### src/rtl/display_scan_controller_pkg.sv
// Shared types and constants for the multiplexed 7-segment display scanner.
// Contents:
//   BCD_W        width of one BCD digit
//   SEG_W        number of segments per digit {a,b,c,d,e,f,g}
//   scan_state_t scan FSM state (GUARD = all digits off, SHOW = one digit lit)
//   SEG_BLANK    all segments off (active-low)
//   SEG_DIGIT    active-low segment patterns for BCD 0..9
package display_scan_controller_pkg;

    localparam int unsigned BCD_W = 4;
    localparam int unsigned SEG_W = 7;

    typedef enum logic {
        GUARD = 1'b0,
        SHOW  = 1'b1
    } scan_state_t;

    localparam logic [SEG_W-1:0] SEG_BLANK = 7'b1111111;

    localparam logic [SEG_W-1:0] SEG_DIGIT [0:9] = '{
        7'b0000001,  // 0
        7'b1001111,  // 1
        7'b0010010,  // 2
        7'b0000110,  // 3
        7'b1001100,  // 4
        7'b0100100,  // 5
        7'b0100000,  // 6
        7'b0001111,  // 7
        7'b0000000,  // 8
        7'b0000100   // 9
    };

endpackage

### src/rtl/seg7_decode.sv
// Combinational BCD to active-low 7-segment decoder.
// Ports:
//   bcd_i  BCD digit; values 10..15 produce a blank pattern
//   seg_o  segments {a,b,c,d,e,f,g}, active-low
module seg7_decode
    import display_scan_controller_pkg::*;
(
    input  logic [BCD_W-1:0] bcd_i,
    output logic [SEG_W-1:0] seg_o
);

    // Table lookup; anything outside 0..9 falls through to blank.
    always_comb begin
        seg_o = SEG_BLANK;
        for (int k = 0; k < 10; k++) begin
            if (bcd_i == BCD_W'(k)) begin
                seg_o = SEG_DIGIT[k];
            end
        end
    end

endmodule

### src/rtl/display_scan_controller.sv
// Time-multiplexed scan controller for N_DIGITS common-anode 7-segment digits.
// A BCD word arrives over valid/ready, waits in a pending register and is
// committed to the displayed copy only at the end of a full scan, so a frame
// never shows a mix of old and new digits. Each digit slot is preceded by an
// all-off guard interval to suppress ghosting.
// Ports:
//   clk          clock, all state changes on the rising edge
//   rst          synchronous active-high reset
//   load_valid   load_data is valid this cycle
//   load_ready   block can accept load_data this cycle
//   load_data    packed BCD word, nibble i is digit i
//   lz_blank_en  leading-zero blanking enable (sampled live)
//   seg_out      segments {a,b,c,d,e,f,g}, active-low
//   an_out       digit enables, active-low, digit 0 on an_out[0]
//   frame_done   one-cycle pulse at the end of each full scan
module display_scan_controller
    import display_scan_controller_pkg::*;
#(
    parameter int unsigned N_DIGITS     = 4,
    parameter int unsigned PRESCALE     = 50000,
    parameter int unsigned BLANK_CYCLES = 16
) (
    input  logic                      clk,
    input  logic                      rst,
    input  logic                      load_valid,
    output logic                      load_ready,
    input  logic [BCD_W*N_DIGITS-1:0] load_data,
    input  logic                      lz_blank_en,
    output logic [SEG_W-1:0]          seg_out,
    output logic [N_DIGITS-1:0]       an_out,
    output logic                      frame_done
);

    localparam int unsigned DATA_W     = BCD_W * N_DIGITS;
    localparam int unsigned IDX_W      = (N_DIGITS > 1) ? $clog2(N_DIGITS) : 1;
    localparam int unsigned CNT_MAX    = (PRESCALE > BLANK_CYCLES) ? PRESCALE : BLANK_CYCLES;
    localparam int unsigned CNT_W      = $clog2(CNT_MAX + 1);
    localparam int unsigned SHOW_LAST  = PRESCALE - 1;
    localparam int unsigned GUARD_LAST = (BLANK_CYCLES > 0) ? BLANK_CYCLES - 1 : 0;
    localparam int unsigned IDX_LAST   = N_DIGITS - 1;

    // Registered state
    scan_state_t         state_q, state_d;
    logic [IDX_W-1:0]    idx_q, idx_d;
    logic [CNT_W-1:0]    cnt_q, cnt_d;
    logic [DATA_W-1:0]   active_q, active_d;
    logic [DATA_W-1:0]   pending_q, pending_d;
    logic                pending_valid_q, pending_valid_d;
    logic [SEG_W-1:0]    seg_q, seg_d;
    logic [N_DIGITS-1:0] an_q, an_d;
    logic                frame_done_q;

    // Combinational helpers
    logic                xfer;
    logic                guard_last;
    logic                show_last;
    logic                commit;
    logic [BCD_W-1:0]    nib_sel;
    logic                lz_sel;
    logic [N_DIGITS-1:0] upper_zero;
    logic [SEG_W-1:0]    dec_seg;

    // Ready mirrors the pending register; gated by rst so nothing looks
    // accepted while the block is held in reset.
    assign load_ready = ~pending_valid_q & ~rst;
    assign xfer       = load_valid & load_ready;

    assign guard_last = (state_q == GUARD) &&
                        ((BLANK_CYCLES == 0) || (cnt_q == CNT_W'(GUARD_LAST)));
    assign show_last  = (state_q == SHOW) && (cnt_q == CNT_W'(SHOW_LAST));
    assign commit     = show_last && (idx_q == IDX_W'(IDX_LAST));

    // Scan sequencing: GUARD -> SHOW -> next digit, counter cleared on each change.
    always_comb begin
        state_d = state_q;
        idx_d   = idx_q;
        cnt_d   = cnt_q + CNT_W'(1);
        if (guard_last) begin
            state_d = SHOW;
            cnt_d   = '0;
        end else if (show_last) begin
            cnt_d   = '0;
            idx_d   = (idx_q == IDX_W'(IDX_LAST)) ? '0 : idx_q + IDX_W'(1);
            state_d = (BLANK_CYCLES == 0) ? SHOW : GUARD;
        end
    end

    // Word handling: capture into pending, promote to active at the frame boundary.
    // A word offered on the boundary itself with nothing pending goes straight to active.
    always_comb begin
        active_d        = active_q;
        pending_d       = pending_q;
        pending_valid_d = pending_valid_q;
        if (commit) begin
            if (pending_valid_q) begin
                active_d        = pending_q;
                pending_valid_d = 1'b0;
            end else if (xfer) begin
                active_d = load_data;
            end
        end else if (xfer) begin
            pending_d       = load_data;
            pending_valid_d = 1'b1;
        end
    end

    // upper_zero[i]: nibble i and every higher nibble of the word to be shown are zero.
    always_comb begin
        logic run;
        upper_zero = '0;
        run        = 1'b1;
        for (int i = int'(N_DIGITS) - 1; i >= 0; i--) begin
            run           = run && (active_d[i*BCD_W +: BCD_W] == '0);
            upper_zero[i] = run;
        end
    end

    // Scan mux feeding the single shared decoder.
    always_comb begin
        nib_sel = '0;
        lz_sel  = 1'b0;
        for (int i = 0; i < int'(N_DIGITS); i++) begin
            if (idx_d == IDX_W'(i)) begin
                nib_sel = active_d[i*BCD_W +: BCD_W];
                lz_sel  = upper_zero[i] && (i != 0);
            end
        end
    end

    seg7_decode u_seg7_decode (
        .bcd_i (nib_sel),
        .seg_o (dec_seg)
    );

    // Outputs follow the next state so they change on the same edge as state/idx.
    always_comb begin
        seg_d = SEG_BLANK;
        an_d  = '1;
        if (state_d == SHOW) begin
            an_d  = ~(N_DIGITS'(1) << idx_d);
            seg_d = (lz_blank_en && lz_sel) ? SEG_BLANK : dec_seg;
        end
    end

    // State register
    always_ff @(posedge clk) begin
        if (rst) begin
            state_q         <= GUARD;
            idx_q           <= '0;
            cnt_q           <= '0;
            active_q        <= '0;
            pending_q       <= '0;
            pending_valid_q <= 1'b0;
            seg_q           <= SEG_BLANK;
            an_q            <= '1;
            frame_done_q    <= 1'b0;
        end else begin
            state_q         <= state_d;
            idx_q           <= idx_d;
            cnt_q           <= cnt_d;
            active_q        <= active_d;
            pending_q       <= pending_d;
            pending_valid_q <= pending_valid_d;
            seg_q           <= seg_d;
            an_q            <= an_d;
            frame_done_q    <= commit;
        end
    end

    assign seg_out    = seg_q;
    assign an_out     = an_q;
    assign frame_done = frame_done_q;

endmodule

### config.mk
export PLATFORM = sky130hd
export DESIGN_NAME = display_scan_controller
export DESIGN_NICKNAME = d
export VERILOG_FILES = /design/src/rtl/display_scan_controller_pkg.sv /design/src/rtl/seg7_decode.sv /design/src/rtl/display_scan_controller.sv
export SDC_FILE = /design/constraint.sdc
export NUM_CORES = 1
export LEC_CHECK = 0
export CAP_MARGIN = 0
export CORE_UTILIZATION = 45
export DETAILED_ROUTE_END_ITERATION = 8
export GPL_ROUTABILITY_DRIVEN = 0
export GPL_TIMING_DRIVEN = 0
export PLACE_DENSITY = 0.74
export SYNTH_ARGS = -nofsm -noshare
export SYNTH_HDL_FRONTEND = slang
export SYNTH_HIERARCHICAL = 1
export SYNTH_SLANG_ARGS = --single-unit
### constraint.sdc
create_clock -name clk -period 4 [get_ports clk]
set_clock_uncertainty 0.2 [all_clocks]
set_input_delay 0.4 -clock clk [delete_from_list [all_inputs] [get_ports clk]]
set_output_delay 0.4 -clock clk [all_outputs]
set_load 0.02 [all_outputs]
**After elaboration in Yosys (flattened, before gate mapping)**

Index checks and enable logic that the tools add are counted.

- Register bits after elaboration: 64
- Input bits: 20
- Output and inout bits: 13

- $add $sub $neg: 2
- Equal/unequal tests: 15
- Shifts and indexed selects: 1
- Multiplexer cells: 25
- Bitwise logic cells: 8
- Reductions and logical operators: 17

Operator list:

| kind | number |
|---|---|
| $mux W7 | 10 |
| $mux W16 | 3 |
| $add A16 B1 Y16 const B | 1 |
| $eq A16 B16 Y1 const B | 1 |
| $eq A16 B4 Y1 const B | 1 |
| $eq A4 B3 Y1 const B | 4 |
| $logic_not A4 Y1 | 4 |
| $mux W4 | 4 |
| $eq A4 B2 Y1 const B | 2 |
| $eq A4 B4 Y1 const B | 2 |
| $eq A2 B2 Y1 const B | 3 |
| $logic_and A1 B1 Y1 | 6 |
| $mux W2 | 3 |
| $reduce_or A3 Y1 | 2 |
| $mux W1 | 5 |
| $not A1 Y1 | 5 |
| $eq A4 B1 Y1 const B | 1 |
| $not A4 Y4 | 1 |
| $reduce_or A2 Y1 | 2 |
| $reduce_or A4 Y1 | 1 |
| $shl A1 B2 Y4 const A | 1 |
| $add A2 B1 Y2 const B | 1 |
| $and A1 B1 Y1 | 2 |
| $eq A2 B1 Y1 const B | 1 |
| other kinds (2) | 2 |

**Depth between registers and ports, before layout**

Gate-level depths: netlist of run 1.

- Depth after elaboration: 21
- Gate-level depth with buffers: 16
- Gate-level depth less buffers: 13

**By module**

Netlist of run 1, hierarchy kept.

Modules (own cells, without submodules):

| module | instances | cells an instance | area an instance (um^2) | seq. area each (um^2) |
|---|---|---|---|---|
| display_scan_controller | 1 | 365 | 3169.3 | 1281.2 |
| seg7_decode | 1 | 23 | 153.9 | 0.0 |

**Least setup slack after synthesis of run 1**

Ideal clock, no wire load.

- Path kind: register to register
- Start point: register cnt_q[0]
- End point: register seg_q[1], in the netlist seg_out[1]
- Arrival time: 2.912 ns
- Path slack: 0.758 ns
- Stages on the path, launching flop included: 16
- Buffers on the path: 4
- Period minus slack after synthesis: 3.242 ns
- Cell sequence: dfxtp_1 -> ha_1 -> and3_1 -> buf_6 -> nand3_1 -> o21ai_0 -> and2_1 -> clkbuf_1 -> clkbuf_1 -> o211ai_1 -> a31oi_1 -> buf_2 -> nor3b_2 -> a221o_1 -> nor3_1 -> a22oi_2

- Word-level cells in the longest chain between the ends: 20
- Elaborated cells on any way between the ends: 49
- Those cells by class: 14 x eq/ne; 22 x mux; 1 x bitwise; 12 x reduce/logical

RTL lines:

| element | line | RTL |
|---|---|---|
| from (decl) | display_scan_controller.sv:45 | `logic [CNT_W-1:0] cnt_q, cnt_d;` |
| from (signal assigned) | display_scan_controller.sv:160 | `cnt_q <= cnt_d;` |
| $eq A16 B16 Y1 | display_scan_controller.sv:70 | `assign show_last = (state_q == SHOW) && (cnt_q == CNT_W'(SHOW_LAST));` |
| $logic_and A1 B1 Y1 | display_scan_controller.sv:70 |  |
| $mux W2 | display_scan_controller.sv:81 | `end else if (show_last) begin` |
| $mux W2 | display_scan_controller.sv:78 | `if (guard_last) begin` |
| $logic_not A2 Y1 | display_scan_controller.sv:123 | `if (idx_d == IDX_W'(i)) begin` |
| $mux W4 (3 in series) | display_scan_controller.sv:123 |  |
| $mux W4 * | display_scan_controller.sv:123 |  |
| net nib_sel[3] | display_scan_controller.sv:58 | `logic [BCD_W-1:0] nib_sel;` |
| $logic_not A4 Y1 | seg7_decode.sv:16 | `if (bcd_i == BCD_W'(k)) begin` |
| $mux W7 (9 in series) | seg7_decode.sv:16 |  |
| $mux W7 * | seg7_decode.sv:16 |  |
| net dec_seg[1] | display_scan_controller.sv:61 | `logic [SEG_W-1:0] dec_seg;` |
| to (signal assigned) | display_scan_controller.sv:164 | `seg_q <= seg_d;` |
| to (decl) | display_scan_controller.sv:49 | `logic [SEG_W-1:0] seg_q, seg_d;` |

The timed path passes the listed nets; every way through them passes the cells marked *.
A chain may end at the register's enable or synchronous reset.

**Worst setup path in the final report of run 1**

- Start point: input rst
- End point: register seg_q[0], in the netlist seg_out[0]

- Word-level cells in the longest chain between the ends: 20
- Elaborated cells on any way between the ends: 38
- Those cells by class: 9 x eq/ne; 19 x mux; 3 x bitwise; 7 x reduce/logical

RTL lines:

| element | line | RTL |
|---|---|---|
| from (decl) | display_scan_controller.sv:24 | `input logic rst,` |
| $not A1 Y1 * | display_scan_controller.sv:65 | `assign load_ready = ~pending_valid_q & ~rst;` |
| $and A1 B1 Y1 * | display_scan_controller.sv:65 |  |
| $and A1 B1 Y1 * | display_scan_controller.sv:66 | `assign xfer = load_valid & load_ready;` |
| $mux W16 * | display_scan_controller.sv:98 | `end else if (xfer) begin` |
| $mux W16 * | display_scan_controller.sv:95 | `if (pending_valid_q) begin` |
| $mux W16 * | display_scan_controller.sv:94 | `if (commit) begin` |
| $mux W4 (3 in series) | display_scan_controller.sv:123 |  |
| $mux W4 * | display_scan_controller.sv:123 |  |
| net nib_sel[3] | display_scan_controller.sv:58 |  |
| $eq A4 B1 Y1 | seg7_decode.sv:16 |  |
| $mux W7 (8 in series) | seg7_decode.sv:16 |  |
| $mux W7 * | seg7_decode.sv:16 |  |
| net dec_seg[0] | display_scan_controller.sv:61 |  |

Marked as above.

==> impl_metrics.yaml, run 1 <==
power_and_ir_drop:
  seq_power_share_pct: 51.2
  p_int_uw: 975
  p_switching_uw: 303
  combPwrFrac_pct: 7.4
  p_per_area_nw_per_um2: 324
  p_sw_share_pct: 23.7
  leakagePower_uw: 0.00155
  power.share.clock_pct: 41.5
  ir_drop_mv: 0.208
placed_design:
  dp_hpwl_mm: 5.50
  port-buffer-count: 32
  placed_area_um2: 3760
worst_setup_path:
  crit_required_ns: 4.01
  critPathArrivalTime_ns: 3.67
  worst_path_largest_cell_delay_ns: 0.53
  cp_max_fo: 10
  cp-start-kind: "input port"
  crit_type: "input port to register"
  crit_slowest_cell: "clkdlybuf4s50_1"
  crit_start: "rst"
  crit_chain: "clkdlybuf4s50_1 -> nor2b_1 -> clkbuf_1 -> clkbuf_2 -> nand4_1 -> o22a_1 -> o211ai_1 -> a31oi_1 -> buf_2 -> o21a_1 -> a31oi_2 -> o31ai_1 -> nor3_1 -> a22oi_2"
  cp-end-kind: "register"
  rr_startpoint: "cnt_q[0]"
status:
  status: "finished, final reports clean"
finish:
  final_cell_mix: "84 x nor2_1, 64 x dfxtp_1, 32 x clkdlybuf4s50_1"
  num_antenna_cells: 0
  syn_to_final_growth_pct: 18.8
  design_area_um2: 3950
  final_common_cell: "nor2_1"
  fillers: 634
  nets: 452
  drive_above_1_share_pct: 13.6
  multi_input_area_um2: 1870
  regArea_um2: 1280
clocking:
  cts_root_buf: "clkbuf_8"
  insertion_delay_ns: 0.34
  clk_pin_slew_ns: 0.06
  cts_hold_buf: 0
  cts_tree: "done"
  clock_sinks: 64
  clock_path_buffers: 2
  h-tree-depth: 3
  cts_buffers: 9
sta:
  tightest_slew_ns: 0.656
  setup_viol: 0
  maxSlewViolCount: 0
  period_needed_ns: 3.66
  hold_viol_final: 0
  maxSlewHeadroom_pct: 55.8
  fmax_mhz: 273
  fin_setup_tns_ns: 0
  period_share_pct: 91.5
  rsz0062_at_grt: "false"
detailed_routing:
  avgViaCountPerCell: 5.51
  dr.pass1.iters: 5
  ant_nets: 0
  drc_errors: 0
  wl_per_cell_um: 14.1
  top_layer_used: "met4"
  wl_mm: 7.49
  drt-met1-wl_mm: 3.60
  drt_iter0_drc: 188
  vias: 2927
  wl_met2_mm: 3.43
  routed-wl-met3_um: 362
synth:
  synthCells: 388
  synth-edff-count: 0
  seq_area_frac_synth_pct: 38.6
  async_flop_share_pct: 0
  ys.flop_type: "dfxtp_1"
  ys_ff_latch: 64
  avgSynthCellArea_um2: 8.56
  yosys.cell_types.count: 66
  synth_warnings: 6
  syn_area_um2: 3320
  syn_nets: 410
job:
  drv_cap: 0
min_path:
  hold_start: "cnt_q[0]"
  min_path_type: "register to register"
die:
  die_area_um2: 7730
  initial_core_util_pct: 47.9
  die_h_um: 87.9
  core-area_um2: 6940
  die_w_um: 87.9
  floorplan.rows: 30
  io_pins: 33
global_route:
  grt-ovfl-total: 0
  grtUsageTotal_pct: 22.2
  grt_pass1_vias: 2876
  grt_pass1_wl_mm: 13.2
  grt_antenna_before_repair: 0
  grt_max_degree: 11
## critical path: cells and delay by family
family                 cells  cell delay (ns)
and+or+nand+nor            3             0.69
AOI/OAI and AO/OA          7             1.08
buffers and inverters      4             1.49
## sequential cells by signal (all words and copies together) (netlist names)
signal           flops
active_q            16
cnt_q               16
pending_q           16
seg_out              7
an_out               4
idx_q                2
frame_done           1
pending_valid_q      1
state_q              1
## metal layers
layer | vias up | track usage [%]
met2 | 68 | 35.7
met5 | - | 0
met1 | 1388 | 29.0
met4 | 0 | 7.30
met3 | 8 | 5.66
li1 | 1463 | -
## worst paths after layout
check,slack (ns),cells past startpoint,end
max,0.34,14,seg_out[0]
min,0.26,1,cnt_q[0]
max reg2reg,0.38,15,seg_out[6]
min reg2reg,0.26,1,cnt_q[0]
## cell usage after synthesis (all sizes together) (3+ instances only)
cell,number,area [µm²]
a21oi,14,70.1
a22o,3,30.0
a22oi,7,87.6
a31oi,6,43.8
and2,4,26.3
and3,5,31.3
buf,11,83.8
clkbuf,12,55.1
dfxtp,64,1280
inv,9,33.8
mux2i,15,150
nand2,15,78.8
nand2b,6,37.5
nand3,18,95.1
nand4,6,58.8
nand4b,3,26.3
nor2,85,322
nor2b,3,18.8
nor3,17,95.1
nor3b,4,46.3
nor4,5,46.3
o21ai,17,85.1
o22a,5,45.0
o22ai,5,31.3
o2bb2ai,5,43.8
or3,5,33.8
xnor2,5,43.8
xor2,7,61.3
## layout make-up
cell class / count / share of cell area (%)
Multi-Input combinational cell: 291 / 47.4
Inverter: 10 / 0.951
Buffer: 22 / 3.49
Clock buffer: 12 / 3.42
Timing Repair Buffer: 32 / 8.11
Tap cell: 96 / 3.04
Sequential cell: 64 / 32.4
Clock inverter: 4 / 1.14
## metrics by stage
step / util (%) / worst slack [ns] / hold WS (ns) / total power (µW) / cells
after floorplan: - / 0.758 / 0.226 / 722 / 388
after global placement: 54.2 / -0.0958 / 0.237 / 760 / 516
after detailed placement: 54.2 / -0.143 / 0.253 / 761 / 516
after CTS: 56.8 / 0.160 / 0.268 / 1290 / 532
after global routing: 56.9 / 0.0152 / 0.306 / 1330 / 531
final: 56.9 / 0.342 / 0.258 / 1280 / 531
## what timing repair did
item	CTS	global route
endpoints found under the setup margin	0	5
resized for setup	0	6
buffers inserted	0	0
## kinds of logic after synthesis
group / after synthesis / synth area share [%]
mux: 15 / 4.52
xor+xnor: 12 / 3.16
simple gates: 183 / 29.6
fa+ha+maj: 2 / 0.753
flops: 64 / 38.6
buf+inv: 33 / 5.31
compound gates: 79 / 18.1
## power groups by stage
stage	clock network (µW)	logic, µW	registers, µW
finish	530	94.0	654
global route	573	104	655
CTS	538	93.9	654
detailed placement	0	93.2	668
global placement	0	92.1	668
floorplan	0	55.0	667
No activity file was read; power rests on OpenSTA's default activity.
==> inputs of run 2 (changes only) <==
--- a/config.mk
+++ b/config.mk
@@ -6,11 +6,11 @@
 export NUM_CORES = 1
 export LEC_CHECK = 0
 export CAP_MARGIN = 0
-export CORE_UTILIZATION = 45
+export CORE_UTILIZATION = 30
 export DETAILED_ROUTE_END_ITERATION = 8
 export GPL_ROUTABILITY_DRIVEN = 0
 export GPL_TIMING_DRIVEN = 0
-export PLACE_DENSITY = 0.74
+export PLACE_DENSITY = 0.56
 export SYNTH_ARGS = -nofsm -noshare
 export SYNTH_HDL_FRONTEND = slang
 export SYNTH_HIERARCHICAL = 1
==> impl_metrics.yaml, run 2 (synthesis gave the netlist of run 1 again) <==
worst_setup_path:
  r2r-end: "seg_out[3]"
  crit_required_ns: 4.03
  cp-start-kind: "input port"
  crit_type: "input port to register"
  cp-end-kind: "register"
  cp_max_fo: 10
  critPathArrivalTime_ns: 3.77
  rr_startpoint: "cnt_q[0]"
  reg2reg_setup_slack_ns: 0.36
  reg2regPathDepth: 15
finish:
  nets: 452
  fillers: 1109
  syn_to_final_growth_pct: 22.5
  final_cell_mix: "84 x nor2_1, 64 x dfxtp_1, 32 x clkdlybuf4s50_1"
  design_area_um2: 4070
  reg_top3: "active_q x16, cnt_q x16, pending_q x16"
  regArea_um2: 1280
  final_common_cell: "nor2_1"
  drive_above_1_share_pct: 14.5
  num_antenna_cells: 0
  multi_input_area_um2: 1880
detailed_routing:
  wl_mm: 7.98
  drt_iter0_drc: 147
  avgViaCountPerCell: 5.00
  ant_nets: 0
  wl_per_cell_um: 13.9
  drc_errors: 0
  vias: 2870
  dr.pass1.iters: 4
die:
  io_pins: 33
  floorplan.rows: 38
  die_w_um: 107
  core-area_um2: 10800
  die_area_um2: 11500
  initial_core_util_pct: 30.8
  die_h_um: 107
clocking:
  insertion_delay_ns: 0.35
  clock_path_buffers: 2
  clk_pin_slew_ns: 0.07
  h-tree-depth: 3
  clock_sinks: 64
  cts_buffers: 9
  cts_root_buf: "clkbuf_8"
  cts_hold_buf: 0
  cts_tree: "done"
global_route:
  grt_max_degree: 11
  grt-ovfl-total: 0
  grtUsageTotal_pct: 15.3
  grt_antenna_before_repair: 0
  grt_pass1_wl_mm: 13.5
  grt_pass1_vias: 2835
power_and_ir_drop:
  p_switching_uw: 304
  combPwrFrac_pct: 6.7
  power.share.clock_pct: 46.9
  p_sw_share_pct: 21.6
  p_total_uw: 1410
  seq_power_share_pct: 46.4
  ir_drop_mv: 0.164
  leakagePower_uw: 0.00157
  p_int_uw: 1110
  p_per_area_nw_per_um2: 346
sta:
  period_share_pct: 93.5
  maxSlewViolCount: 0
  hold_viol_final: 0
  layout_setup_ws_ns: 0.260
  rsz0062_at_grt: "false"
  fin_setup_tns_ns: 0
  setup_viol: 0
  fmax_mhz: 267
  tightest_slew_ns: 0.789
  maxSlewHeadroom_pct: 46.8
  period_needed_ns: 3.74
status:
  status: "finished, final reports clean"
placed_design:
  post-place-ws_ns: -0.178
  placed_area_um2: 3820
  port-buffer-count: 32
  dp_hpwl_mm: 6.05
min_path:
  hold_start: "cnt_q[0]"
  min_path_type: "register to register"
  hold_depth: 1
  min_to: "cnt_q[0]"
job:
  drv_cap: 0
run 2: cell types whose count changed in the layout (fill, tap and decap cells not counted), sizes merged:
| cell | before | now |
|---|---|---|
| bufinv | 1 | 2 |
| clkbuf | 23 | 24 |
| clkinv | 4 | 1 |
run 2: worst max-delay path by stage:
stage,depth (start not counted),slack [ns],to,start
after floorplan,15,0.76,seg_out[1],cnt_q[0]
after global placement,15,-0.17,seg_out[6],rst
after detailed placement,15,-0.18,seg_out[6],rst
after CTS,16,0.14,seg_out[3],cnt_q[0]
after global routing,15,0.07,seg_out[3],cnt_q[0]
final,14,0.26,seg_out[3],rst
run 2: worst max-delay path, cell delays in order:
cell	delay (ns)
clkdlybuf4s50_1	0.55
nor2b_1	0.16
clkbuf_1	0.42
o21ai_0	0.23
nor3_4	0.34
nor2_1	0.10
or3b_2	0.45
a31oi_1	0.22
buf_2	0.22
nor3b_2	0.07
o21ai_1	0.18
nand2_1	0.10
nor3_1	0.24
a22oi_2	0.07
run 2: power groups by stage:
stage	Clock [µW]	Combinational [µW]	Sequential [µW]
after floorplan	0	55.0	667
after global routing	703	106	655
after detailed placement	0	95.5	668
final	661	95.0	654
after CTS	679	96.1	654
after global placement	0	94.1	668
run 2: what timing repair did:
| item | in CTS | in global routing |
|---|---|---|
| gates resized for setup | 0 | 8 |
| endpoints found under the setup margin | 0 | 6 |
| setup buffers | 0 | 0 |
run 2: layout make-up:
| type | instances | area share [%] |
|---|---|---|
| multi-input cells | 291 | 46.2 |
| flip-flops and latches | 64 | 31.5 |
| repair buffers | 32 | 7.87 |
| clock buffers | 13 | 4.40 |
| well taps | 140 | 4.30 |
| plain buffers | 22 | 3.38 |
| clock inverters | 2 | 1.48 |
| inverters | 10 | 0.922 |
run 2: routing by layer:
metal,up-vias,global-route usage (%),wire length [µm]
met5,-,0,0
met4,0,7.14,144
met3,12,4.18,333
met2,48,24.3,3660
met1,1339,19.2,3850
li1,1471,-,-
run 2: per-stage QoR:
stage,std cells,utilization [%],hold slack [ns]
final,574,37.7,0.275
after global routing,574,37.7,0.330
after CTS,575,37.6,0.283
after detailed placement,560,35.4,0.266
after global placement,560,35.4,0.242
after floorplan,388,-,0.226
==> inputs of run 3 (changes only) <==
--- a/config.mk
+++ b/config.mk
@@ -7,6 +7,7 @@
 export LEC_CHECK = 0
 export CAP_MARGIN = 0
 export CORE_UTILIZATION = 30
+export CTS_BUF_LIST = sky130_fd_sc_hd__clkbuf_8 sky130_fd_sc_hd__clkbuf_16
 export DETAILED_ROUTE_END_ITERATION = 8
 export GPL_ROUTABILITY_DRIVEN = 0
 export GPL_TIMING_DRIVEN = 0
==> results of run 3 <==
No change in the layout: final DEF, timing and power equal those of run 2.
